<file path="src/rtl/pong_game_logic.sv">
// Pong game-state engine: paddles, ball, scoring and serve/play/game-over sequencing, advanced once per new_frame_i.
// Optional build macro PONG_TWO_PLAYER_EN: right paddle follows btn2_up_i/btn2_down_i instead of the tracking AI.
module pong_game_logic #(
  parameter int SCREEN_H_RES  = 640,
  parameter int SCREEN_V_RES  = 480,
  parameter int PADDLE_WIDTH  = 10,
  parameter int PADDLE_HEIGHT = 60,
  parameter int BALL_SIDE     = 8,
  parameter int BALL_SPEED    = 4,
  parameter int PADDLE_SPEED  = 6,
  parameter int PC_SPEED      = 3,
  parameter int PADDLE_MARGIN = 16,
  parameter int SERVE_FRAMES  = 60,
  parameter int WIN_SCORE     = 9,
  parameter int X_POS_W       = $clog2(SCREEN_H_RES),
  parameter int Y_POS_W       = $clog2(SCREEN_V_RES)
) (
  input  logic               clk_i,
  input  logic               rst_ni,
  input  logic               new_frame_i,
  input  logic               btn_up_i,
  input  logic               btn_down_i,
`ifdef PONG_TWO_PLAYER_EN
  input  logic               btn2_up_i,
  input  logic               btn2_down_i,
`endif
  output logic [X_POS_W-1:0] player_paddle_x_o,
  output logic [Y_POS_W-1:0] player_paddle_y_o,
  output logic [X_POS_W-1:0] pc_paddle_x_o,
  output logic [Y_POS_W-1:0] pc_paddle_y_o,
  output logic [X_POS_W-1:0] ball_x_o,
  output logic [Y_POS_W-1:0] ball_y_o,
  output logic [3:0]         player_score_o,
  output logic [3:0]         pc_score_o,
  output logic               game_over_o
);

  localparam int XW1   = X_POS_W + 1;
  localparam int YW1   = Y_POS_W + 1;
  localparam int CNT_W = $clog2(SERVE_FRAMES + 1);

  localparam logic [1:0] ST_SERVE  = 2'd0;
  localparam logic [1:0] ST_PLAY   = 2'd1;
  localparam logic [1:0] ST_SCORED = 2'd2;
  localparam logic [1:0] ST_OVER   = 2'd3;

  localparam logic [X_POS_W-1:0] BALL_X_C    = X_POS_W'((SCREEN_H_RES - BALL_SIDE) / 2);
  localparam logic [Y_POS_W-1:0] BALL_Y_C    = Y_POS_W'((SCREEN_V_RES - BALL_SIDE) / 2);
  localparam logic [Y_POS_W-1:0] PAD_Y_C     = Y_POS_W'((SCREEN_V_RES - PADDLE_HEIGHT) / 2);
  localparam logic [X_POS_W-1:0] LEFT_PAD_X  = X_POS_W'(PADDLE_MARGIN);
  localparam logic [X_POS_W-1:0] RIGHT_PAD_X = X_POS_W'(SCREEN_H_RES - PADDLE_MARGIN - PADDLE_WIDTH);
  localparam logic [X_POS_W-1:0] LEFT_STOP   = X_POS_W'(PADDLE_MARGIN + PADDLE_WIDTH);
  localparam logic [X_POS_W-1:0] RIGHT_STOP  =
    X_POS_W'(SCREEN_H_RES - PADDLE_MARGIN - PADDLE_WIDTH - BALL_SIDE);
  localparam logic [Y_POS_W-1:0] BALL_Y_MAX  = Y_POS_W'(SCREEN_V_RES - BALL_SIDE);
  localparam logic [Y_POS_W-1:0] PAD_STEP    = Y_POS_W'(PADDLE_SPEED);
  localparam logic [CNT_W-1:0]   SERVE_LOAD  = CNT_W'(SERVE_FRAMES);
  localparam logic [3:0]         WIN         = 4'(WIN_SCORE);

  localparam logic signed [XW1-1:0] BSTEP_X      = XW1'(BALL_SPEED);
  localparam logic signed [YW1-1:0] BSTEP_Y      = YW1'(BALL_SPEED);
  localparam logic signed [XW1-1:0] BALL_X_MAX_S = XW1'(SCREEN_H_RES - BALL_SIDE);
  localparam logic signed [YW1-1:0] BALL_Y_MAX_S = YW1'(SCREEN_V_RES - BALL_SIDE);
  localparam logic signed [XW1-1:0] LEFT_STOP_S  = XW1'(PADDLE_MARGIN + PADDLE_WIDTH);
  localparam logic signed [XW1-1:0] RIGHT_STOP_S =
    XW1'(SCREEN_H_RES - PADDLE_MARGIN - PADDLE_WIDTH - BALL_SIDE);
  localparam logic signed [YW1-1:0] PAD_H_S      = YW1'(PADDLE_HEIGHT);
  localparam logic signed [YW1-1:0] BALL_SIDE_S  = YW1'(BALL_SIDE);
  localparam logic signed [YW1-1:0] PAD_Y_MAX_S  = YW1'(SCREEN_V_RES - PADDLE_HEIGHT);

  logic [1:0]         state_q, state_d;
  logic [CNT_W-1:0]   serveCnt_q, serveCnt_d;
  logic [Y_POS_W-1:0] playerY_q, playerY_d;
  logic [Y_POS_W-1:0] pcY_q, pcY_d;
  logic [X_POS_W-1:0] ballX_q, ballX_d;
  logic [Y_POS_W-1:0] ballY_q, ballY_d;
  logic               dxPos_q, dxPos_d;
  logic               dyPos_q, dyPos_d;
  logic [3:0]         playerScore_q, playerScore_d;
  logic [3:0]         pcScore_q, pcScore_d;
  logic               gameOver_q, gameOver_d;
  logic               pcScored_q, pcScored_d;

  logic signed [XW1-1:0] ballXS, nextX;
  logic signed [YW1-1:0] ballYS, nextY, playerYS, pcYS;
  logic                  leftOverlap, rightOverlap, hitLeft, hitRight;
  logic [Y_POS_W-1:0]    playerMove, pcMove;

  // One paddle step: opposing or idle requests hold, result clamped to the playfield without wrapping.
  function automatic logic [Y_POS_W-1:0] movePaddle(
    input logic [Y_POS_W-1:0] y,
    input logic               up,
    input logic               down,
    input logic [Y_POS_W-1:0] step
  );
    logic signed [YW1-1:0] ny;
    ny = $signed({1'b0, y});
    if (up && !down) begin
      ny = ny - $signed({1'b0, step});
    end else if (down && !up) begin
      ny = ny + $signed({1'b0, step});
    end
    if (ny < 0) begin
      ny = '0;
    end else if (ny > PAD_Y_MAX_S) begin
      ny = PAD_Y_MAX_S;
    end
    return ny[Y_POS_W-1:0];
  endfunction

  assign playerMove = movePaddle(playerY_q, btn_up_i, btn_down_i, PAD_STEP);

`ifdef PONG_TWO_PLAYER_EN
  assign pcMove = movePaddle(pcY_q, btn2_up_i, btn2_down_i, PAD_STEP);
`else
  localparam int YW2 = Y_POS_W + 2;
  localparam logic [Y_POS_W-1:0]    PC_STEP     = Y_POS_W'(PC_SPEED);
  localparam logic signed [YW2-1:0] PC_STEP_S   = YW2'(PC_SPEED);
  localparam logic signed [YW2-1:0] PAD_HALF_S  = YW2'(PADDLE_HEIGHT / 2);
  localparam logic signed [YW2-1:0] BALL_HALF_S = YW2'(BALL_SIDE / 2);

  // Positive gap means the ball centre is below the paddle centre, so the paddle steps down.
  logic signed [YW2-1:0] trackGap;
  assign trackGap = ($signed({2'b0, ballY_q}) + BALL_HALF_S) - ($signed({2'b0, pcY_q}) + PAD_HALF_S);
  assign pcMove   = movePaddle(pcY_q, trackGap <= -PC_STEP_S, trackGap >= PC_STEP_S, PC_STEP);
`endif

  assign ballXS   = $signed({1'b0, ballX_q});
  assign ballYS   = $signed({1'b0, ballY_q});
  assign playerYS = $signed({1'b0, playerY_q});
  assign pcYS     = $signed({1'b0, pcY_q});
  assign nextX    = ballXS + (dxPos_q ? BSTEP_X : -BSTEP_X);
  assign nextY    = ballYS + (dyPos_q ? BSTEP_Y : -BSTEP_Y);

  // Paddle hits only count when the ball crosses the paddle face this frame and overlaps it after the move.
  assign leftOverlap  = (nextY < playerYS + PAD_H_S) && (nextY + BALL_SIDE_S > playerYS);
  assign rightOverlap = (nextY < pcYS + PAD_H_S) && (nextY + BALL_SIDE_S > pcYS);
  assign hitLeft  = !dxPos_q && (ballXS >= LEFT_STOP_S) && (nextX < LEFT_STOP_S) && leftOverlap;
  assign hitRight = dxPos_q && (ballXS <= RIGHT_STOP_S) && (nextX > RIGHT_STOP_S) && rightOverlap;

  always_comb begin
    state_d       = state_q;
    serveCnt_d    = serveCnt_q;
    playerY_d     = playerY_q;
    pcY_d         = pcY_q;
    ballX_d       = ballX_q;
    ballY_d       = ballY_q;
    dxPos_d       = dxPos_q;
    dyPos_d       = dyPos_q;
    playerScore_d = playerScore_q;
    pcScore_d     = pcScore_q;
    gameOver_d    = gameOver_q;
    pcScored_d    = pcScored_q;

    if (new_frame_i) begin
      if (state_q != ST_OVER) begin
        playerY_d = playerMove;
        pcY_d     = pcMove;
      end

      case (state_q)
        ST_SERVE: begin
          ballX_d = BALL_X_C;
          ballY_d = BALL_Y_C;
          if (serveCnt_q <= CNT_W'(1)) begin
            serveCnt_d = '0;
            state_d    = ST_PLAY;
          end else begin
            serveCnt_d = serveCnt_q - CNT_W'(1);
          end
        end

        ST_PLAY: begin
          if (nextY < 0) begin
            ballY_d = '0;
            dyPos_d = 1'b1;
          end else if (nextY > BALL_Y_MAX_S) begin
            ballY_d = BALL_Y_MAX;
            dyPos_d = 1'b0;
          end else begin
            ballY_d = nextY[Y_POS_W-1:0];
          end

          // A miss leaves x where it was; the next frame recentres the ball.
          if (hitLeft) begin
            ballX_d = LEFT_STOP;
            dxPos_d = 1'b1;
          end else if (hitRight) begin
            ballX_d = RIGHT_STOP;
            dxPos_d = 1'b0;
          end else if (nextX < 0) begin
            pcScored_d = 1'b1;
            state_d    = ST_SCORED;
          end else if (nextX > BALL_X_MAX_S) begin
            pcScored_d = 1'b0;
            state_d    = ST_SCORED;
          end else begin
            ballX_d = nextX[X_POS_W-1:0];
          end
        end

        ST_SCORED: begin
          ballX_d    = BALL_X_C;
          ballY_d    = BALL_Y_C;
          serveCnt_d = SERVE_LOAD;
          state_d    = ST_SERVE;
          if (pcScored_q) begin
            pcScore_d = pcScore_q + 4'd1;
            dxPos_d   = 1'b0;
            if (pcScore_q + 4'd1 == WIN) begin
              state_d    = ST_OVER;
              gameOver_d = 1'b1;
            end
          end else begin
            playerScore_d = playerScore_q + 4'd1;
            dxPos_d       = 1'b1;
            if (playerScore_q + 4'd1 == WIN) begin
              state_d    = ST_OVER;
              gameOver_d = 1'b1;
            end
          end
        end

        default: begin
          ballX_d = BALL_X_C;
          ballY_d = BALL_Y_C;
          if (btn_up_i || btn_down_i) begin
            playerScore_d = '0;
            pcScore_d     = '0;
            gameOver_d    = 1'b0;
            serveCnt_d    = SERVE_LOAD;
            state_d       = ST_SERVE;
          end
        end
      endcase
    end
  end

  always_ff @(posedge clk_i or negedge rst_ni) begin
    if (!rst_ni) begin
      state_q       <= ST_SERVE;
      serveCnt_q    <= SERVE_LOAD;
      playerY_q     <= PAD_Y_C;
      pcY_q         <= PAD_Y_C;
      ballX_q       <= BALL_X_C;
      ballY_q       <= BALL_Y_C;
      dxPos_q       <= 1'b1;
      dyPos_q       <= 1'b1;
      playerScore_q <= '0;
      pcScore_q     <= '0;
      gameOver_q    <= 1'b0;
      pcScored_q    <= 1'b0;
    end else begin
      state_q       <= state_d;
      serveCnt_q    <= serveCnt_d;
      playerY_q     <= playerY_d;
      pcY_q         <= pcY_d;
      ballX_q       <= ballX_d;
      ballY_q       <= ballY_d;
      dxPos_q       <= dxPos_d;
      dyPos_q       <= dyPos_d;
      playerScore_q <= playerScore_d;
      pcScore_q     <= pcScore_d;
      gameOver_q    <= gameOver_d;
      pcScored_q    <= pcScored_d;
    end
  end

  assign player_paddle_x_o = LEFT_PAD_X;
  assign pc_paddle_x_o     = RIGHT_PAD_X;
  assign player_paddle_y_o = playerY_q;
  assign pc_paddle_y_o     = pcY_q;
  assign ball_x_o          = ballX_q;
  assign ball_y_o          = ballY_q;
  assign player_score_o    = playerScore_q;
  assign pc_score_o        = pcScore_q;
  assign game_over_o       = gameOver_q;

endmodule

</file>
<file path="config.mk">
export PLATFORM = sky130hd
export DESIGN_NAME = pong_game_logic
export DESIGN_NICKNAME = d
export VERILOG_FILES = /design/src/rtl/pong_game_logic.sv
export SDC_FILE = /design/constraint.sdc
export NUM_CORES = 1
export LEC_CHECK = 0
export BUFFER_PORTS_ARGS = -buffer_cell sky130_fd_sc_hd__buf_2
export CAP_MARGIN = 20
export CORE_ASPECT_RATIO = 0.8
export CORE_MARGIN = 2
export CORE_UTILIZATION = 35
export DETAILED_ROUTE_END_ITERATION = 8
export SETUP_SLACK_MARGIN = 0.05
export SLEW_MARGIN = 20
export SYNTH_ARGS = -nofsm -noshare
export SYNTH_HDL_FRONTEND = slang
export SYNTH_SLANG_ARGS = --single-unit
</file>
<file path="constraint.sdc">
create_clock -name clk_i -period 7.75 [get_ports clk_i]
set_clock_uncertainty 0.05 [all_clocks]
set_input_delay 0.775 -clock clk_i [delete_from_list [all_inputs] [get_ports clk_i]]
set_output_delay 0.775 -clock clk_i [all_outputs]
set_load 0.01 [all_outputs]
</file>
After elaboration in Yosys (flattened, before gate mapping)
Index checks and enable logic that the tools add are counted.
- logic and storage cells: 151
- input bits: 5
- bits in registers: 57
- eq/ne operators: 16
- order comparisons: 19
- reductions and logical operators: 36
- $add $sub $neg: 15
- mux-type cells: 49
- bitwise logic cells: 4
- operators by type and width (operator ; count):
    $mux 10 ; 10
    $mux 9 ; 7
    $gt 10x10->1 const B ; 3
    $lt 10x1->1 const B ; 3
    $gt 11x11->1 const B ; 2
    $add 9x3->10 const B ; 2
    $add 9x6->10 const B ; 2
    $gt 10x10->1 ; 2
    $lt 10x10->1 ; 2
    $mux 2 ; 9
    $pmux 6 s3 ; 1
    $pmux 4 s2 ; 2
    $logic_and 1x1->1 ; 12
    $mux 4 ; 3
    $mux 6 ; 2
    $ne 2x2->1 const B ; 6
    $ne 3x3->1 const B ; 4
    $reduce_and 3->1 ; 4
    $add 11x11->11 ; 1
    $ge 11x3->1 const B ; 1
    $le 11x3->1 const B ; 1
    $lt 11x1->1 const B ; 1
    $lt 11x6->1 const B ; 1
    $mux 1 ; 11
    other kinds (31) ; 47

Depth between registers and ports, before layout
Gate-level depths: netlist of run 1.
- depth in word-level cells: 10
- gate-level depth with buffers: 20
- depth with buffers taken out: 19

Least setup slack after synthesis of run 1
Ideal clock, no wire load.
- kind: register to register
- start point: register pcY_q[2] (netlist: pc_paddle_y_o[2])
- end point: register pcY_q[3] (netlist: pc_paddle_y_o[3])
- period minus slack after synthesis: 4.223 ns
- cell stages (with the launch flop): 16
- data arrival time: 4.109 ns
- slack: 3.527 ns
- setup time: 0.064 ns
- path buffers: 0
- cell sequence: dfrtp_1 > clkinv_1 > ha_1 > inv_1 > fa_1 > xor2_1 > or3_1 > a2111oi_2 > nand4_2 > o21ai_2 > o22ai_1 > xnor2_1 > o31a_1 > o22a_2 > or2_1 > a21bo_1
- longest elaborated chain between the ends: 10
- elaborated cells between the ends (all ways): 16
- those cells by class: add/sub: 4; order compare: 4; mux: 4; reduce/logical: 4
- ends and longest elaborated chain (item ; RTL line ; RTL):
    from (decl) ; 74 ; logic [Y_POS_W-1:0] pcY_q, pcY_d;
    from (signal assigned) ; 257 ; pcY_q <= pcY_d;
    $add 9x5->10 ; 124 ; assign trackGap = ($signed({2'b0, ballY_q}) + BALL_HALF_S) - ($signed({2'b0, pcY_q}) + PAD_HALF_S);
    $sub 10x10->11 ; 124 ;
    $le 11x3->1 ; 125 ; assign pcMove = movePaddle(pcY_q, trackGap <= -PC_STEP_S, trackGap >= PC_STEP_S, PC_STEP);
    $logic_not 1->1 ; 100 ; end else if (down && !up) begin
    $logic_and 1x1->1 ; 100 ;
    $mux 10 ; 100 ;
    $mux 10 * ; 98 ; if (up && !down) begin
    $gt 10x10->1 ; 105 ; end else if (ny > PAD_Y_MAX_S) begin
    $mux 9 ; 105 ;
    $mux 9 * ; 103 ; if (ny < 0) begin
Every way passes the cells marked *; elsewhere a longest branch is shown, timed or not.
A chain may end at the register's enable or synchronous reset.

Worst setup path after layout of run 1
- start point: register dyPos_q
- end point: register ballX_q[6] (netlist: ball_x_o[6])
- longest elaborated chain between the ends: 9
- elaborated cells between the ends (all ways): 17
- those cells by class: add/sub: 2; order compare: 4; eq/ne: 2; mux: 4; reduce/logical: 5
- ends and longest elaborated chain (item ; RTL line ; RTL):
    from (decl) ; 78 ; logic dyPos_q, dyPos_d;
    from (signal assigned) ; 261 ; dyPos_q <= dyPos_d;
    $mux 10 * ; 133 ; assign nextY = ballYS + (dyPos_q ? BSTEP_Y : -BSTEP_Y);
    $add 10x10->10 * ; 133 ;
    net nextY[9] ; 85 ; logic signed [YW1-1:0] ballYS, nextY, playerYS, pcYS;
    $add 10x5->10 ; 136, 137 ;
    $gt 10x10->1 ; 137 ; assign rightOverlap = (nextY < pcYS + PAD_H_S) && (nextY + BALL_SIDE_S > pcYS);
    $logic_and 1x1->1 ; 137 ;
    $logic_and 1x1->1 ; 139 ; assign hitRight = dxPos_q && (ballXS <= RIGHT_STOP_S) && (nextX > RIGHT_STOP_S) && rightOverlap;
    $mux 10 ; 188 ; end else if (hitRight) begin
    $mux 10 ; 185 ; if (hitLeft) begin
    $mux 10 ; 161 ; case (state_q)
    to (signal assigned) ; 258 ; ballX_q <= ballX_d;
    to (decl) ; 75 ; logic [X_POS_W-1:0] ballX_q, ballX_d;
The timed path passes the listed nets; every way through them passes the cells marked *.

==> reports/summary.txt, run 1 <==
crit path DAT -> 5150 ps
Vias -> 5441
Post-layout nets -> 857
top cell type's share of synthesized area -> 16.05%
Reg-to-Reg Start -> dyPos_q
Yosys top cell by area -> ha_1
CTS clk-pin slew, worst paths -> 80 ps
Worst setup SP type -> register
TritonCTS clock tree -> done
Worst path top cell family by delay -> compound AO/OA/AOI/OAI gates
latest clock arrival within the worst-skew pair -> 310 ps
worst r2r dst -> ball_x_o[6]
internal reg-to-reg setup slack -> 2760 ps
fillers -> 1752
max-cap viol count -> 0
TNS Setup -> 0 ps
I/O pin count -> 71
Residual DRC -> 0
hpwl dp -> 12.11 mm
synth warn -> 0
Mapped Cells -> 743
post-route ant nets -> 0
H-tree Lvls -> 2
die height -> 121.9 um
CTS Sinks -> 53
post-CTS sizing -> 0
DR pass1 iterations -> 5
Post-Syn Area -> 6081 um2
CP Max Fanout -> 12
WL met2 -> 6.316 mm
first-pass GRT wire length -> 25.72 mm
Slew Limit Fails -> 0
fraction of layout cells with a size suffix above 1 -> 13.99%
number of enable flip-flop cells after synthesis -> 0
CP max stage delay -> 560 ps
Synth-to-Final Area Change -> 7.901%
die area -> 18450 um2
Avg Cell Area, Syn -> 8.184 um2
core area -> 17160 um2
CTS Buffer Depth -> 2
CP required -> 7910 ps
library cells used by synthesis -> 85
most frequent cell after synthesis -> ha_1
Root Driver -> clkbuf_16
vias in the first global route -> 4943
Starting Density -> 35.43%
metal3 WL -> 794 um
share of synthesized flip-flops with an asynchronous set or reset -> 100.0%
Crit Path Category -> register to register
Seq/Total Area, Yosys -> 22.30%
buffer count from post-CTS setup fixing -> 0
Fmax achieved -> 0.2005 GHz
crit end category -> register
ranking of synthesized cells by area -> ha_1, dfrtp_1, dfstp_2, xnor2_1, o21ai_0
max layer used -> met4
grt ovf -> 0
Min-Delay Endpoint -> serveCnt_q[5]
GRT Resource Usage Total -> 17.43%
initial antenna violation count -> 0
largest net degree at the start of global routing -> 54
Hold Startpoint -> serveCnt_q[5]
Core Rows -> 43
setup ws final -> 2761 ps
Worst-Margin Slew -> 1051 ps
WL final -> 15.53 mm
register area -> 1356 um2
worst hold path class -> register to register
RSZ-0062 raised after global routing -> false
WP buf/inv -> 3
Slowest-stage cell, CP -> dfstp_2
CTS Buf Count -> 5
WHS -> 455.3 ps
period utilization -> 64.37%
Inserted Diodes -> 0
pre-CTS WS -> 2824 ps
Die W -> 151.4 um
hold_buf cts -> 0
FF+latch count, synth -> 53
Commonest cells post-synth -> ha_1, inv_1, o21ai_0, nand2_1, nor2_1
crit path time final -> 4989 ps
final core utilization -> 38.23%
Via density -> 5.457
Avg WL per Cell -> 15.58 um
initial drt markers -> 366
final hold viol count -> 0
Slew HR -> 29.93%
hold path cells -> 2
area of the multi-input gates -> 4287 um2
M1 wire length -> 8.299 mm
run status -> finished, final reports clean
cell chain of the critical path -> inv_1 > ha_1 > a21o_1 > a21oi_1 > o21ai_0 > a21o_1 > a21oi_1 > xnor2_1 > inv_1 > ha_1 > inv_1 > nor3_1 > a21oi_1 > a311oi_1 > o2111ai_1 > nor3b_2 > o31ai_2 > o41ai_1
GPL Wtd Cong -> 0.8584
number of buffers added on ports -> 46
ys flop type -> dfrtp_1
worst reg2reg path depth -> 18
# setup viols final -> 0
[final cells by class]
class / count / area share (%)
Timing Repair Buffer: 47 / 3.623
Clock buffer: 5 / 1.907
Tap cell: 225 / 4.291
Multi-Input combinational cell: 600 / 65.33
Clock inverter: 3 / 0.5149
Sequential cell: 53 / 20.67
Inverter: 64 / 3.661
[metal layers]
| metal | global-route usage, % | vias to the layer above |
|---|---|---|
| met3 | 2.996 | 10 |
| met1 | 27.59 | 2570 |
| li1 | - | 2733 |
| met5 | 0 | - |
| met2 | 24.46 | 128 |
| met4 | 3.388 | 0 |
[kinds of logic (layout without fill, tap and decap cells)]
group	Yosys count	in the layout	synth area share (%)
AOI/OAI and AO/OA	226	226	26.21
xor gates and xnor gates	42	42	6.049
adders and majority gates	81	81	17.04
buffers and inverters	112	119	8.642
DFF	53	53	22.30
muxes	9	9	1.543
other	2	24	0.1235
and+or+nand+nor	218	218	18.09
[layout by cell type (no fill, tap or decap), drive strengths merged, types with 29 or more instances in the layout]
cell / netlist / final
a21oi: 40 / 40
nor2: 47 / 47
o21ai: 57 / 57
inv: 61 / 61
xnor2: 32 / 32
ha: 78 / 78
dfrtp: 29 / 29
nand2: 52 / 52
buf: 30 / 47
[worst min-delay path, stage by stage (launching register included)]
cell,delay [ps]
dfstp_2,370
o41ai_1,50
o21ai_0,80
[state kept, by name (all words and copies together), names as in the netlist, 2 cells and up]
name	flops
ball_x_o	9
ball_y_o	7
pc_paddle_y_o	9
pc_score_o	4
player_paddle_y_o	8
player_score_o	4
serveCnt_q	6
state_q	2
[worst max-delay path by stage]
stage / cells past startpoint / endpoint / startpoint / slack, ps
2_1_floorplan: 15 / pc_paddle_y_o[3] / pc_paddle_y_o[2] / 3530
3_3_place_gp: 18 / ball_x_o[6] / dyPos_q / 2720
3_5_place_dp: 18 / ball_x_o[6] / dyPos_q / 2820
4_1_cts: 18 / ball_x_o[6] / dyPos_q / 2810
5_1_grt: 18 / ball_x_o[6] / dyPos_q / 2320
6_report: 18 / ball_x_o[6] / dyPos_q / 2760
[per-stage QoR]
stage	std cells	area [um2]
floorplan	765	6163
global placement	989	6397
detailed placement	989	6402
CTS	997	6561
global route	997	6561
finish	997	6561
Power of run 1 is left out: the tool's default activity adds up to more than one toggle a clock period on the data nets, which glitch-free logic cannot reach.
==> inputs of run 2 (changes only) <==
Settings changed: ABC_AREA from default to 1.
Clock period 7.75 ns to 4.39 ns, I/O delays scaled along.
==> reports/summary.txt, run 2 <==
initial drt markers -> 444 (+21%)
post-route ant nets -> 0 (unchanged)
Post-layout nets -> 1020 (+19%)
core area -> 17320 um2 (+0.94%)
WHS -> 210.8 ps (-244.5 ps)
Reg-to-Reg Start -> dyPos_q
latest clock arrival within the worst-skew pair -> 310 ps (about the same)
die area -> 18720 um2 (+1.4%)
Avg WL per Cell -> 13.99 um (-10%)
CTS Buffer Depth -> 2 (unchanged)
Yosys top cell by area -> ha_1
leading cell types in the layout, fill and taps excluded -> nand2_1, inv_1, ha_1
RSZ-0062 raised after global routing -> false
fraction of layout cells with a size suffix above 1 -> 14.12% (+0.13 points)
cell mode on critical path -> nand2_1
H-tree Lvls -> 2 (unchanged)
GPL Wtd Cong -> 0.8605 (+0.24%)
Slowest-stage cell, CP -> dfstp_2
TritonCTS clock tree -> done
Mapped Cells -> 882 (+19%)
area of the multi-input gates -> 4197 um2 (-2.1%)
CP max stage delay -> 600 ps (+40 ps)
Core Rows -> 43 (unchanged)
number of buffers added on ports -> 46 (unchanged)
grt ovf -> 0 (unchanged)
CP required -> 4590 ps (-3320 ps)
Root Driver -> clkbuf_16
ranking of synthesized cells by area -> ha_1, nand2_1, dfrtp_1, dfstp_2, inv_1
Worst path top cell family by delay -> simple AND/OR/NAND/NOR gates
CTS clk-pin slew, worst paths -> 80 ps (about the same)
initial antenna violation count -> 0 (unchanged)
top cell type's share of synthesized area -> 15.82% (-0.23 points)
crit end category -> register
Crit Path Category -> register to register
Synth-to-Final Area Change -> 10.54%
FF+latch count, synth -> 53 (unchanged)
hpwl dp -> 13.01 mm (+7.4%)
final core utilization -> 39.38% (+1.1 points)
TNS Setup -> 0 ps (unchanged)
share of synthesized flip-flops with an asynchronous set or reset -> 100.0% (unchanged)
GRT Resource Usage Total -> 17.46% (+0.029 points)
CP Launch Point -> dyPos_q
most frequent cell after synthesis -> nand2_1
CTS Sinks -> 53 (unchanged)
first-pass GRT wire length -> 26.73 mm (+3.9%)
worst hold path class -> input pin to asynchronous set/reset pin
Slew Limit Fails -> 0 (unchanged)
Worst-Margin Slew -> 709.1 ps (-342.0 ps)
Slew HR -> 52.73% (+23 points)
CP Max Fanout -> 9 (-3)
I/O pin count -> 71 (unchanged)
max-cap viol count -> 0 (unchanged)
Fmax achieved -> 0.2520 GHz (+26%)
Residual DRC -> 0 (unchanged)
worst reg2reg path depth -> 24 (+6)
die height -> 122.8 um (+0.71%)
period utilization -> 90.39% (+26 points)
crit path DAT -> 4170 ps (-980 ps)
Die W -> 152.5 um (+0.72%)
fillers -> 1833 (+4.6%)
number of enable flip-flop cells after synthesis -> 0 (unchanged)
final hold viol count -> 0 (unchanged)
Avg Cell Area, Syn -> 6.997 um2 (-15%)
Inserted Diodes -> 0 (unchanged)
WL final -> 16.22 mm (+4.4%)
run status -> finished, final reports clean
Commonest cells post-synth -> nand2_1, inv_1, ha_1, nand3_1, nor2_1
DR pass1 iterations -> 5 (unchanged)
CTS Buf Count -> 5 (unchanged)
Starting Density -> 35.62% (+0.19 points)
Vias -> 5692 (+4.6%)
WP buf/inv -> 1 (-2)
cell chain of the critical path -> inv_2 > ha_4 > a21oi_1 > nand2_1 > nand2_1 > nand2_1 > a21oi_1 > or2_1 > nand2_1 > nor2_2 > nand2_1 > xor2_2 > ha_1 > nand3_1 > nor3_1 > a311oi_1 > o211ai_1 > nor2_1 > nand2_2 > nand3_4 > nand2_4 > nand2_4 > nand2_1 > nand2_1
Via density -> 4.907 (-10%)
commonest non-fill, non-tap cell in the layout -> nand2_1
# setup viols final -> 0 (unchanged)
library cells used by synthesis -> 59 (-31%)
Post-Syn Area -> 6171 um2 (+1.5%)
largest net degree at the start of global routing -> 54 (unchanged)
synth warn -> 0 (unchanged)
Critical Path Stages -> 24 (+6)
Worst setup SP type -> register
register area -> 1356 um2 (unchanged)
Seq/Total Area, Yosys -> 21.98% (-0.33 points)
crit path time final -> 3968 ps (-1021 ps)
ys flop type -> dfrtp_1
vias in the first global route -> 5098 (+3.1%)
==> run 2: cell types whose count changed after synthesis, moves of 11 or more <==
cell / previous run / this run
nand2_1: 51 / 205
nand3_1: 24 / 76
nor2_1: 47 / 62
clkbuf_1: 17 / 6
o21ai_0: 55 / 35
xnor2_1: 32 / 8
xor2_1: 10 / 35
inv_1: 60 / 130
nand2b_1: 13 / 0
a21o_1: 19 / 1
==> run 2: layer usage <==
layer | track usage [%] | share of wire [%] | vias up
li1 | - | - | 2944
met1 | 27.68 | 55 | 2597
met2 | 25.03 | 40 | 142
met3 | 2.260 | 4.1 | 9
met4 | 3.414 | 0.88 | 0
met5 | 0 | 0 | -
==> run 2: cells by family (layout without fill, tap and decap cells) <==
kind of cell | count (synthesis) | in the layout | synth area share (%)
simple gates | 395 | 395 | 28.43
flops | 53 | 53 | 21.98
compound gates | 131 | 131 | 13.22
mux | 2 | 2 | 0.3447
buf+inv | 172 | 203 | 12.23
other cells | 2 | 24 | 0.1217
fa+ha+maj | 81 | 81 | 16.79
xor+xnor | 46 | 46 | 6.894
==> run 2: final timing paths <==
kind / endpoint / slack, ps
worst max-delay path: ball_x_o[9] / 420
min in group clk_i: ball_x_o[8] / 450
worst min register to register: ball_x_o[4] / 470
worst max register to register: ball_x_o[9] / 420
worst min-delay path: pc_score_o[2] / 210
max in group asynchronous: pc_paddle_y_o[2] / 3610
==> run 2: repair_timing <==
action,4_1_cts,5_1_grt
resized for setup,0,9
endpoints found under the setup margin,0,13
setup buffers,0,2
hold buffers,0,0
==> run 2: final cells by class <==
type                            instances  share of cell area (%)
Timing Repair Buffer                   57                   4.585
Multi-Input combinational cell        679                   61.52
Clock buffer                            5                   1.834
Clock inverter                          3                  0.3852
Sequential cell                        53                   19.88
Tap cell                              225                   4.127
Inverter                              138                   7.667
==> run 2: stage by stage <==
| stage | setup slack, ps | std cells | cell area, um2 |
|---|---|---|---|
| after floorplan | 739.6 | 904 | 6254 |
| after global placement | 388.7 | 1150 | 6601 |
| after detailed placement | 309.6 | 1150 | 6601 |
| after CTS | 271.3 | 1158 | 6753 |
| after global routing | 43.86 | 1160 | 6822 |
| final | 422.0 | 1160 | 6822 |
Power of run 2 is left out for the same reason.
==> inputs of run 3 (changes only) <==
Settings changed: BUFFER_PORTS_ARGS -buffer_cell sky130_fd_sc_hd__buf_2 to -buffer_cell sky130_fd_sc_hd__buf_4.
==> reports/summary.txt, run 3 (synthesis results as in run 2) <==
GPL Wtd Cong -> 0.8546 (-0.69%)
total placed cells including tap cells -> 1149 (-0.087%)
Slew Limit Fails -> 0 (unchanged)
vias in the first global route -> 5130 (+0.63%)
initial drt markers -> 411 (-7.4%)
latest clock arrival within the worst-skew pair -> 310 ps (about the same)
final hold viol count -> 0 (unchanged)
number of buffers added on ports -> 46 (unchanged)
GRT Resource Usage Total -> 17.26% (-0.20 points)
Layout Cells excl Fill -> 1165 (+0.43%)
Avg WL per Cell -> 13.76 um (-1.6%)
first-pass GRT wire length -> 26.36 mm (-1.4%)
Die W -> 152.5 um (unchanged)
WHS -> 112.2 ps (-98.69 ps)
period utilization -> 93.02% (+2.6 points)
CP required -> 4600 ps (about the same)
Design Area, Final -> 7062 um2 (+3.5%)
die area -> 18720 um2 (unchanged)
post-route ant nets -> 0 (unchanged)
Area after DPL -> 6709 um2 (+1.6%)
worst hold path class -> input pin to asynchronous set/reset pin
grt ovf -> 0 (unchanged)
Vias -> 5721 (+0.51%)
Root Driver -> clkbuf_16
run status -> finished, final reports clean
max-cap viol count -> 0 (unchanged)
CTS Sinks -> 53 (unchanged)
Residual DRC -> 0 (unchanged)
leading cell types in the layout, fill and taps excluded -> nand2_1, inv_1, nand3_1
CTS Buf Count -> 5 (unchanged)
# setup viols final -> 0 (unchanged)
hpwl dp -> 12.85 mm (-1.3%)
initial antenna violation count -> 0 (unchanged)
Slew HR -> 53.96% (+1.2 points)
core area -> 17320 um2 (unchanged)
TritonCTS clock tree -> done
fraction of layout cells with a size suffix above 1 -> 15.53% (+1.4 points)
CP Max Fanout -> 9 (unchanged)
hold_buf cts -> 0 (unchanged)
Worst-Margin Slew -> 690.6 ps (-18.55 ps)
commonest non-fill, non-tap cell in the layout -> nand2_1
Starting Density -> 35.62% (unchanged)
fillers -> 1811 (-1.2%)
Synth-to-Final Area Change -> 14.44%
Inserted Diodes -> 0 (unchanged)
Core Rows -> 43 (unchanged)
H-tree Lvls -> 2 (unchanged)
largest net degree at the start of global routing -> 54 (unchanged)
CTS clk-pin slew, worst paths -> 80 ps (about the same)
I/O pin count -> 71 (unchanged)
Crit Path Category -> register to register
Fmax achieved -> 0.2449 GHz (-2.8%)
crit path DAT -> 4290 ps (+120 ps)
Via density -> 4.911 (about the same)
DR pass1 iterations -> 5 (unchanged)
crit end category -> register
CTS Buffer Depth -> 2 (unchanged)
Worst setup SP type -> register
WL final -> 16.03 mm (-1.2%)
die height -> 122.8 um (unchanged)
Post-layout nets -> 1025 (+0.49%)
crit path time final -> 4083 ps (+115.5 ps)
run 3: path summary, 6_finish.rpt:
path                        startpoint                   end  slack (ps)  cells after the start
hold reg to reg            ball_x_o[4]           ball_x_o[4]         460                      2
max in group asynchronous       rst_ni  player_paddle_y_o[3]        3710                      1
hold / removal                  rst_ni     player_score_o[2]         110                      1
setup reg to reg               dyPos_q           ball_x_o[3]         310                     23
setup / recovery               dyPos_q           ball_x_o[3]         310                     23
min in group clk_i         new_frame_i           ball_y_o[8]         400                      2
run 3: worst max-delay path, stage by stage (launching register included):
cell	delay, ps
dfstp_2	610
clkinvlp_4	200
buf_4	190
ha_1	360
inv_1	110
nor3_1	180
nand2_1	70
nand3_1	130
xor2_2	210
inv_2	100
ha_1	340
a21oi_1	170
o21ai_0	120
a21oi_1	160
o41ai_2	110
nand2_1	80
nand2_1	60
nor2_2	160
nand4_4	140
nand3_4	170
nand2_4	110
nand2_4	90
nand2_1	60
nand2_1	60
run 3: cell type report:
class | count | area, um2 | area share (%)
multi-input combinational | 679 | 4268 | 60.44
timing repair buffer | 62 | 478.0 | 6.768
tap | 225 | 281.5 | 3.987
clock buffer | 5 | 125.1 | 1.772
inverter | 138 | 526.8 | 7.459
sequential | 53 | 1356 | 19.21
clock inverter | 3 | 26.28 | 0.3721
run 3: per-layer routing:
| metal | GRT usage [%] | vias to the layer above | share of wire (%) |
|---|---|---|---|
| met2 | 25.20 | 156 | 40 |
| met1 | 26.66 | 2597 | 53 |
| li1 | - | 2954 | - |
| met3 | 2.436 | 14 | 5.5 |
| met5 | 0 | - | 0 |
| met4 | 3.993 | 0 | 1.1 |
run 3: per-stage QoR:
| step | setup WS, ps | TNS [ps] | utilization [%] |
|---|---|---|---|
| after floorplan | 739.6 | 0 | - |
| after global placement | 395.3 | 0 | 38.73 |
| after detailed placement | 327.0 | 0 | 38.73 |
| after CTS | 291.4 | 0 | 39.60 |
| after global routing | -12.54 | -34.52 | 40.76 |
| final | 306.5 | 0 | 40.76 |
run 3: repair_timing:
item                                    CTS  global route
gates resized for setup                   0            21
setup buffers                             0             8
endpoints found under the setup margin    0            13
Power of run 3 is left out for the same reason.
